<file path="src/rtl/connect_feeder_if.sv">
// Handshake and data bundle between the pooled-byte stream, the weight memory,
// the feeder and the downstream MAC.
interface connect_feeder_if #(
    parameter int W_AW = 9
);
    logic              s_vld;
    logic [7:0]        s_data;
    logic              s_rdy;
    logic              w_ren;
    logic [W_AW-1:0]   w_addr;
    logic [7:0]        w_rdata;
    logic [215:0]      pool_lin;
    logic [215:0]      weight_lin;
    logic              in_vld;
    logic [3:0]        out_idx;
    logic              frame_done;

    // The feeder drives the bundle.
    modport master (
        input  s_vld, s_data, w_rdata,
        output s_rdy, w_ren, w_addr, pool_lin, weight_lin, in_vld, out_idx, frame_done
    );

    // Stream source, weight memory and MAC side.
    modport slave (
        output s_vld, s_data, w_rdata,
        input  s_rdy, w_ren, w_addr, pool_lin, weight_lin, in_vld, out_idx, frame_done
    );
endinterface

</file>
<file path="src/rtl/connect_feeder.sv">
// Producer for the fully-connected stage: buffers one 27-byte pooled window, then
// for each output neuron streams its 27 weights in and holds both for the MAC.
module connect_feeder #(
    parameter int NUM_OUT        = 10,
    parameter int COMPUTE_CYCLES = 10,
    parameter int W_AW           = 9
) (
    input  logic               clk,
    input  logic               rst,
    connect_feeder_if.master   bus
);
    localparam int FC_W = (COMPUTE_CYCLES > 1) ? $clog2(COMPUTE_CYCLES) : 1;

    localparam logic [4:0]      LAST_BYTE        = 5'd26;
    localparam logic [4:0]      LAST_ISSUE       = 5'd26;
    localparam logic [4:0]      DRAIN_CYCLE      = 5'd27;
    localparam logic [3:0]      LAST_NEURON      = 4'(NUM_OUT - 1);
    localparam logic [FC_W-1:0] LAST_FIRE        = FC_W'(COMPUTE_CYCLES - 1);
    localparam logic [W_AW-1:0] BYTES_PER_NEURON = W_AW'(27);

    typedef enum logic [1:0] {
        LOAD_POOL,
        LOAD_W,
        FIRE,
        GAP
    } state_t;

    state_t            r_state;
    state_t            w_state_nxt;

    logic [4:0]        r_byte_cnt;
    logic [4:0]        w_byte_cnt_nxt;
    logic [4:0]        r_rcnt;
    logic [4:0]        w_rcnt_nxt;
    logic [FC_W-1:0]   r_fire_cnt;
    logic [FC_W-1:0]   w_fire_cnt_nxt;
    logic [3:0]        r_neuron;
    logic [3:0]        w_neuron_nxt;

    logic              r_s_rdy;
    logic              r_w_ren;
    logic [W_AW-1:0]   r_w_addr;
    logic              r_in_vld;
    logic [3:0]        r_out_idx;
    logic              r_frame_done;

    logic              w_s_rdy_nxt;
    logic              w_w_ren_nxt;
    logic [W_AW-1:0]   w_w_addr_nxt;
    logic              w_in_vld_nxt;
    logic [3:0]        w_out_idx_nxt;
    logic              w_frame_done_nxt;

    logic              r_cap_vld;
    logic [4:0]        r_cap_idx;
    logic [215:0]      r_pool_lin;
    logic [215:0]      r_weight_lin;

    logic              w_accept;

    assign w_accept = bus.s_vld & r_s_rdy;

    // NOTE: sequential state uses non-blocking assignments so every flop samples pre-edge values.
    always_ff @(posedge clk) begin
        if (rst) begin
            r_state <= LOAD_POOL;
        end else begin
            r_state <= w_state_nxt;
        end
    end

    // NOTE: every combinational output is defaulted first so no path can infer a latch.
    always_comb begin
        w_state_nxt    = r_state;
        w_byte_cnt_nxt = r_byte_cnt;
        w_rcnt_nxt     = r_rcnt;
        w_fire_cnt_nxt = r_fire_cnt;
        w_neuron_nxt   = r_neuron;

        case (r_state)
            LOAD_POOL: begin
                if (w_accept) begin
                    if (r_byte_cnt == LAST_BYTE) begin
                        w_byte_cnt_nxt = '0;
                        w_neuron_nxt   = '0;
                        w_rcnt_nxt     = '0;
                        w_state_nxt    = LOAD_W;
                    end else begin
                        w_byte_cnt_nxt = r_byte_cnt + 5'd1;
                    end
                end
            end
            LOAD_W: begin
                if (r_rcnt == DRAIN_CYCLE) begin
                    w_rcnt_nxt     = '0;
                    w_fire_cnt_nxt = '0;
                    w_state_nxt    = FIRE;
                end else begin
                    w_rcnt_nxt = r_rcnt + 5'd1;
                end
            end
            FIRE: begin
                if (r_fire_cnt == LAST_FIRE) begin
                    w_fire_cnt_nxt = '0;
                    w_state_nxt    = GAP;
                end else begin
                    w_fire_cnt_nxt = r_fire_cnt + FC_W'(1);
                end
            end
            GAP: begin
                w_rcnt_nxt = '0;
                if (r_neuron == LAST_NEURON) begin
                    w_neuron_nxt = '0;
                    w_state_nxt  = LOAD_POOL;
                end else begin
                    w_neuron_nxt = r_neuron + 4'd1;
                    w_state_nxt  = LOAD_W;
                end
            end
            default: w_state_nxt = LOAD_POOL;
        endcase
    end

    // Outputs are decoded from the next state so each registered strobe lines up with its state.
    always_comb begin
        w_s_rdy_nxt      = (w_state_nxt == LOAD_POOL);
        w_w_ren_nxt      = (w_state_nxt == LOAD_W) && (w_rcnt_nxt <= LAST_ISSUE);
        w_w_addr_nxt     = '0;
        if (w_w_ren_nxt) begin
            w_w_addr_nxt = W_AW'(w_neuron_nxt) * BYTES_PER_NEURON + W_AW'(w_rcnt_nxt);
        end
        w_in_vld_nxt     = (w_state_nxt == FIRE);
        w_out_idx_nxt    = w_in_vld_nxt ? w_neuron_nxt : 4'd0;
        w_frame_done_nxt = (w_state_nxt == GAP) && (w_neuron_nxt == LAST_NEURON);
    end

    always_ff @(posedge clk) begin
        if (rst) begin
            r_byte_cnt   <= '0;
            r_rcnt       <= '0;
            r_fire_cnt   <= '0;
            r_neuron     <= '0;
            r_s_rdy      <= 1'b0;
            r_w_ren      <= 1'b0;
            r_w_addr     <= '0;
            r_in_vld     <= 1'b0;
            r_out_idx    <= '0;
            r_frame_done <= 1'b0;
            r_cap_vld    <= 1'b0;
            r_cap_idx    <= '0;
            r_pool_lin   <= '0;
            r_weight_lin <= '0;
        end else begin
            r_byte_cnt   <= w_byte_cnt_nxt;
            r_rcnt       <= w_rcnt_nxt;
            r_fire_cnt   <= w_fire_cnt_nxt;
            r_neuron     <= w_neuron_nxt;
            r_s_rdy      <= w_s_rdy_nxt;
            r_w_ren      <= w_w_ren_nxt;
            r_w_addr     <= w_w_addr_nxt;
            r_in_vld     <= w_in_vld_nxt;
            r_out_idx    <= w_out_idx_nxt;
            r_frame_done <= w_frame_done_nxt;

            // Read data returns one cycle after the issue, so the byte slot travels with it.
            r_cap_vld    <= r_w_ren;
            r_cap_idx    <= r_rcnt;

            if (r_state == LOAD_POOL && w_accept) begin
                r_pool_lin[{r_byte_cnt, 3'b000} +: 8] <= bus.s_data;
            end
            if (r_state == LOAD_W && r_cap_vld) begin
                r_weight_lin[{r_cap_idx, 3'b000} +: 8] <= bus.w_rdata;
            end
        end
    end

    assign bus.s_rdy      = r_s_rdy;
    assign bus.w_ren      = r_w_ren;
    assign bus.w_addr     = r_w_addr;
    assign bus.in_vld     = r_in_vld;
    assign bus.out_idx    = r_out_idx;
    assign bus.frame_done = r_frame_done;
    assign bus.pool_lin   = r_pool_lin;
    assign bus.weight_lin = r_weight_lin;
endmodule

</file>
<file path="src/flat_wrapper.sv">
// flat-port wrapper written by rule: the top's interface ports become plain ports
module connect_feeder_flat 
#(
    parameter int NUM_OUT        = 10,
    parameter int COMPUTE_CYCLES = 10,
    parameter int W_AW           = 9
)
  (clk, rst, bus_s_vld, bus_s_data, bus_w_rdata, bus_s_rdy, bus_w_ren, bus_w_addr, bus_pool_lin, bus_weight_lin, bus_in_vld, bus_out_idx, bus_frame_done);
  connect_feeder_if #(.W_AW(W_AW)) bus_i ();
  input  logic clk;
  input  logic rst;
  input wire logic [$bits(bus_i.s_vld)-1:0] bus_s_vld;
  input wire logic [$bits(bus_i.s_data)-1:0] bus_s_data;
  input wire logic [$bits(bus_i.w_rdata)-1:0] bus_w_rdata;
  output wire logic [$bits(bus_i.s_rdy)-1:0] bus_s_rdy;
  output wire logic [$bits(bus_i.w_ren)-1:0] bus_w_ren;
  output wire logic [$bits(bus_i.w_addr)-1:0] bus_w_addr;
  output wire logic [$bits(bus_i.pool_lin)-1:0] bus_pool_lin;
  output wire logic [$bits(bus_i.weight_lin)-1:0] bus_weight_lin;
  output wire logic [$bits(bus_i.in_vld)-1:0] bus_in_vld;
  output wire logic [$bits(bus_i.out_idx)-1:0] bus_out_idx;
  output wire logic [$bits(bus_i.frame_done)-1:0] bus_frame_done;
  assign bus_i.s_vld = bus_s_vld;
  assign bus_i.s_data = bus_s_data;
  assign bus_i.w_rdata = bus_w_rdata;
  assign bus_s_rdy = bus_i.s_rdy;
  assign bus_w_ren = bus_i.w_ren;
  assign bus_w_addr = bus_i.w_addr;
  assign bus_pool_lin = bus_i.pool_lin;
  assign bus_weight_lin = bus_i.weight_lin;
  assign bus_in_vld = bus_i.in_vld;
  assign bus_out_idx = bus_i.out_idx;
  assign bus_frame_done = bus_i.frame_done;
  connect_feeder #(.NUM_OUT(NUM_OUT), .COMPUTE_CYCLES(COMPUTE_CYCLES), .W_AW(W_AW)) u_core (.clk(clk), .rst(rst), .bus(bus_i));
endmodule
</file>
<file path="config.mk">
export PLATFORM = sky130hd
export DESIGN_NAME = connect_feeder_flat
export DESIGN_NICKNAME = d
export VERILOG_FILES = /design/src/rtl/connect_feeder_if.sv /design/src/rtl/connect_feeder.sv /design/src/flat_wrapper.sv
export SDC_FILE = /design/constraint.sdc
export NUM_CORES = 1
export LEC_CHECK = 0
export CELL_PAD_IN_SITES_DETAIL_PLACEMENT = 0
export CELL_PAD_IN_SITES_GLOBAL_PLACEMENT = 2
export CORE_MARGIN = 1
export CORE_UTILIZATION = 30
export CTS_BUF_LIST = sky130_fd_sc_hd__clkbuf_4 sky130_fd_sc_hd__clkbuf_8
export DETAILED_ROUTE_END_ITERATION = 10
export PLACE_DENSITY = 0.76
export SYNTH_ARGS = -nofsm -noshare
export SYNTH_HDL_FRONTEND = slang
export SYNTH_SLANG_ARGS = --single-unit
export TNS_END_PERCENT = 50
</file>
<file path="constraint.sdc">
create_clock -name clk -period 6.15 [get_ports clk]
set_input_delay 0.615 -clock clk [delete_from_list [all_inputs] [get_ports clk]]
set_output_delay 0.615 -clock clk [all_outputs]
set_load 0.02 [all_outputs]
</file>
==> flow_summary.json <==
{
  "insertion_delay_ps": 670,
  "synth.top_cell.area_share": 0.4810,
  "drive_gt1_frac": 0.08408,
  "n_fill_cell": 6340,
  "ios": 468,
  "gp_congestion": 0.8026,
  "cts_resized": 0,
  "status": "complete, no violations",
  "fmax_mhz": 185.8,
  "synthAdderAreaFrac": 0.03038,
  "async_reset_ff_frac": 0,
  "synth-compound-area-share": 0.03322,
  "worst_ep_arrival_time_ps": 5950,
  "crit_family": "adder cells",
  "synth.distinct_cells": 70,
  "nets": 2564,
  "clock_skew_ps": 26.35,
  "synth_flop_cell": "dfxtp_1",
  "port-buffer-count": 467,
  "ys_seq_area_frac": 0.4810,
  "yosys.area_share.simple": 0.2133,
  "use_met3": 0.06847,
  "hp-class": "register to register",
  "p_sw_uw": 1617,
  "antenna_violating_nets_post_route": 0,
  "fin_cells": 3412,
  "drv_slew": 0,
  "maxCapViolations": 0,
  "crit_fanout": 18,
  "period_share": 0.8754,
  "grt_pass1_wl_mm": 102.1,
  "wl_per_cell_um": 19.94,
  "clkPwrFrac": 0.476,
  "placed_cells": 3265,
  "crit_path_frequent_cell": "inv_1",
  "synthTopCellsByCount": "475 x dfxtp_1, 412 x nor2_1, 374 x mux2i_1",
  "grt_use_total": 0.1986,
  "required_ps": 6720,
  "max_slew_margin": 0.09060,
  "root_buffer": "clkbuf_8",
  "ys_seq_elements": 475,
  "yosysMostFrequentCell": "dfxtp_1",
  "grt_max_degree": 226,
  "min_from": "u_core.bus.weight_lin[9]$_SDFFE_PP0P_",
  "routed_wl_mm": 68.05,
  "use_met2": 0.3377,
  "cts_made_buffers": 88,
  "seq_power_share": 0.475,
  "cts_tree": "done",
  "hold_violations": 0,
  "synth_edf_count": 0,
  "power.density_nw_per_um2": 241.6,
  "synth_mux_area_frac": 0.1990,
  "die_x_um": 258.7,
  "synth-xor-area-share": 0.01044,
  "clock-sinks": 475,
  "cts_max_level": 3,
  "rsz0062_at_grt": "no",
  "startpoint_type": "register",
  "sw_frac_of_total": 0.2477,
  "layout_min_cycle_time_ps": 5383,
  "cp-end-kind": "register",
  "antenna_found_initial": 0,
  "p_int_uw": 4911,
  "slowest_delay_ps": 540,
  "ys.warnings.count": 0,
  "tightest_slew_ps": 1364,
  "core_um2": 64810,
  "reg2reg_from": "u_core.r_byte_cnt[0]$_SDFFE_PP0P_",
  "post-dp-hpwl_mm": 48.46,
  "grt_pass1_vias": 16240,
  "fin_tns_setup_ps": 0,
  "setup_viol": 0,
  "pre_cts_ws_ps": 804.3,
  "peakVddDrop_mv": 0.1790,
  "dieArea_um2": 66940,
  "first_pass_iters": 7,
  "multi_input_area_um2": 9658,
  "synth_area_leader_cell": "dfxtp_1",
  "cts.clk_slew.worst_paths_ps": 60,
  "area_delta_synth_final_pct": 36.65,
  "die_height_um": 258.7,
  "top_usage_layer": "met2",
  "path_buf_inv": 4,
  "num_vias": 16090,
  "startpoint": "u_core.r_byte_cnt[0]$_SDFFE_PP0P_",
  "avgViaCountPerCell": 4.714,
  "ys_top_cells_by_area": "dfxtp_1 48%, mux2i_1 19%, nor2_1 7.8%",
  "post-route-drc-count": 0,
  "fin_ws_ps": 766.6,
  "drtIter0Drc": 873,
  "regArea_um2": 9509,
  "use_met1": 0.2368,
  "crit_type": "register to register",
  "row_count": 93,
  "antenna_cells": 0,
  "slowest_stage": "fa_1",
  "cp_cell_sequence": "inv_1, ha_1, nand4b_1, o21ai_0, nand2b_1, a21oi_1, inv_1, ha_1, fa_1, inv_1, fa_1, inv_1, ha_1, o21ai_0, o21ai_1, a2111oi_0, or4_1, a211oi_1",
  "p_leak_uw": 0.01120,
  "synthCells": 2049,
  "synth.cell_area_um2": 19770,
  "syn_area_per_cell_um2": 9.649,
  "post-cts-setup-buffers": 0,
  "synthesis.nets": 2113,
  "grt-ovfl-total": 0,
  "pwr-share-comb": 0.049,
  "postCtsHoldBufs": 0,
  "start_util": 0.3051,
  "synth_top_family_by_area": "simple AND/OR/NAND/NOR gates",
  "clock_path_buffers": 3
}
-- cell type report --
| type | count | share of cell area |
|---|---|---|
| Clock buffer | 131 | 0.06025 |
| Clock inverter | 16 | 0.005372 |
| Inverter | 36 | 0.005002 |
| Multi-Input combinational cell | 1408 | 0.3575 |
| Sequential cell | 475 | 0.3520 |
| Tap cell | 855 | 0.03960 |
| Timing Repair Buffer | 491 | 0.1803 |
-- cells in the final DEF, fill, tap and decap left out, types with 4 or more instances in the layout --
cell,instances
nor3b_1,9
nand2_1,79
nor2_1,412
xor2_1,8
mux2i_1,374
or4b_1,4
inv_8,4
nor3_4,5
clkbuf_8,103
nor4_4,5
buf_4,23
a31oi_1,4
inv_1,36
nand3_1,65
nor3_1,14
clkbuf_4,28
and2_1,18
nand3b_1,15
o22ai_1,5
nand4_1,10
or3_1,22
xnor2_1,8
dfxtp_1,475
clkdlybuf4s50_1,466
nand4_2,4
fa_1,5
ha_1,40
a21oi_1,50
nor2b_1,34
a211oi_1,4
nand2b_1,105
mux2_2,11
o21ai_0,15
mux2_1,6
o21ai_1,4
clkinv_2,9
and3_1,19
-- path summary, 6_finish.rpt --
check	end	slack [ps]	depth (start not counted)
worst min register to register	u_core.bus.weight_lin[9]$_SDFFE_PP0P_	450	2
worst max register to register	u_core.bus.w_addr[8]$_SDFF_PP0_	770	18
worst min-delay path	u_core.bus.weight_lin[9]$_SDFFE_PP0P_	450	2
worst max-delay path	u_core.bus.w_addr[8]$_SDFF_PP0_	770	18
-- registers in the layout (all words and copies together), names as in the netlist, 2 cells and up --
name and cells:
u_core.bus.pool_lin 216, u_core.r_byte_cnt 5, u_core.bus.out_idx 4, u_core.bus.w_addr 9
u_core.r_fire_cnt 4, u_core.r_rcnt 5, u_core.r_cap_idx 5, u_core.r_state 2
u_core.r_neuron 4, u_core.bus.weight_lin 216
-- power groups by stage --
stage	Combinational [uW]	Sequential [uW]	Clock, uW
global route	343	3100	3370
CTS	321	3100	3230
floorplan	192	3170	0
finish	318	3100	3110
global placement	320	3170	0
detailed placement	321	3170	0
-- kinds of logic (layout without fill, tap and decap cells) --
kind of cell	Yosys count	count (layout)
and+or+nand+nor	845	845
DFF	475	475
muxes	391	391
buffers and inverters	166	674
AOI/OAI and AO/OA	106	106
adders and majority gates	45	45
xor gates and xnor gates	21	21
-- metal layers --
| layer | vias up | routed length [um] |
|---|---|---|
| met5 | - | 0 |
| met1 | 7701 | 28820 |
| met4 | 0 | 1499 |
| met3 | 108 | 5144 |
| met2 | 467 | 32590 |
| li1 | 7809 | - |
-- metrics by stage --
step	hold slack (ps)	util	area (um^2)	total power (uW)
after global placement	438.2	0.3895	25240	3487
final	445.1	0.4168	27020	6528
after global routing	462.9	0.4168	27020	6815
after CTS	408.4	0.4168	27020	6650
after detailed placement	444.0	0.3895	25240	3488
after floorplan	472.1	-	19770	3361
-- tightest hold or removal path, delay by kind of cell, from the launching register on --
kind / cells / cell delay [ps]
flops: 1 / 300
simple gates: 1 / 50
compound gates: 1 / 50
No activity file was read; power rests on OpenSTA's default activity.
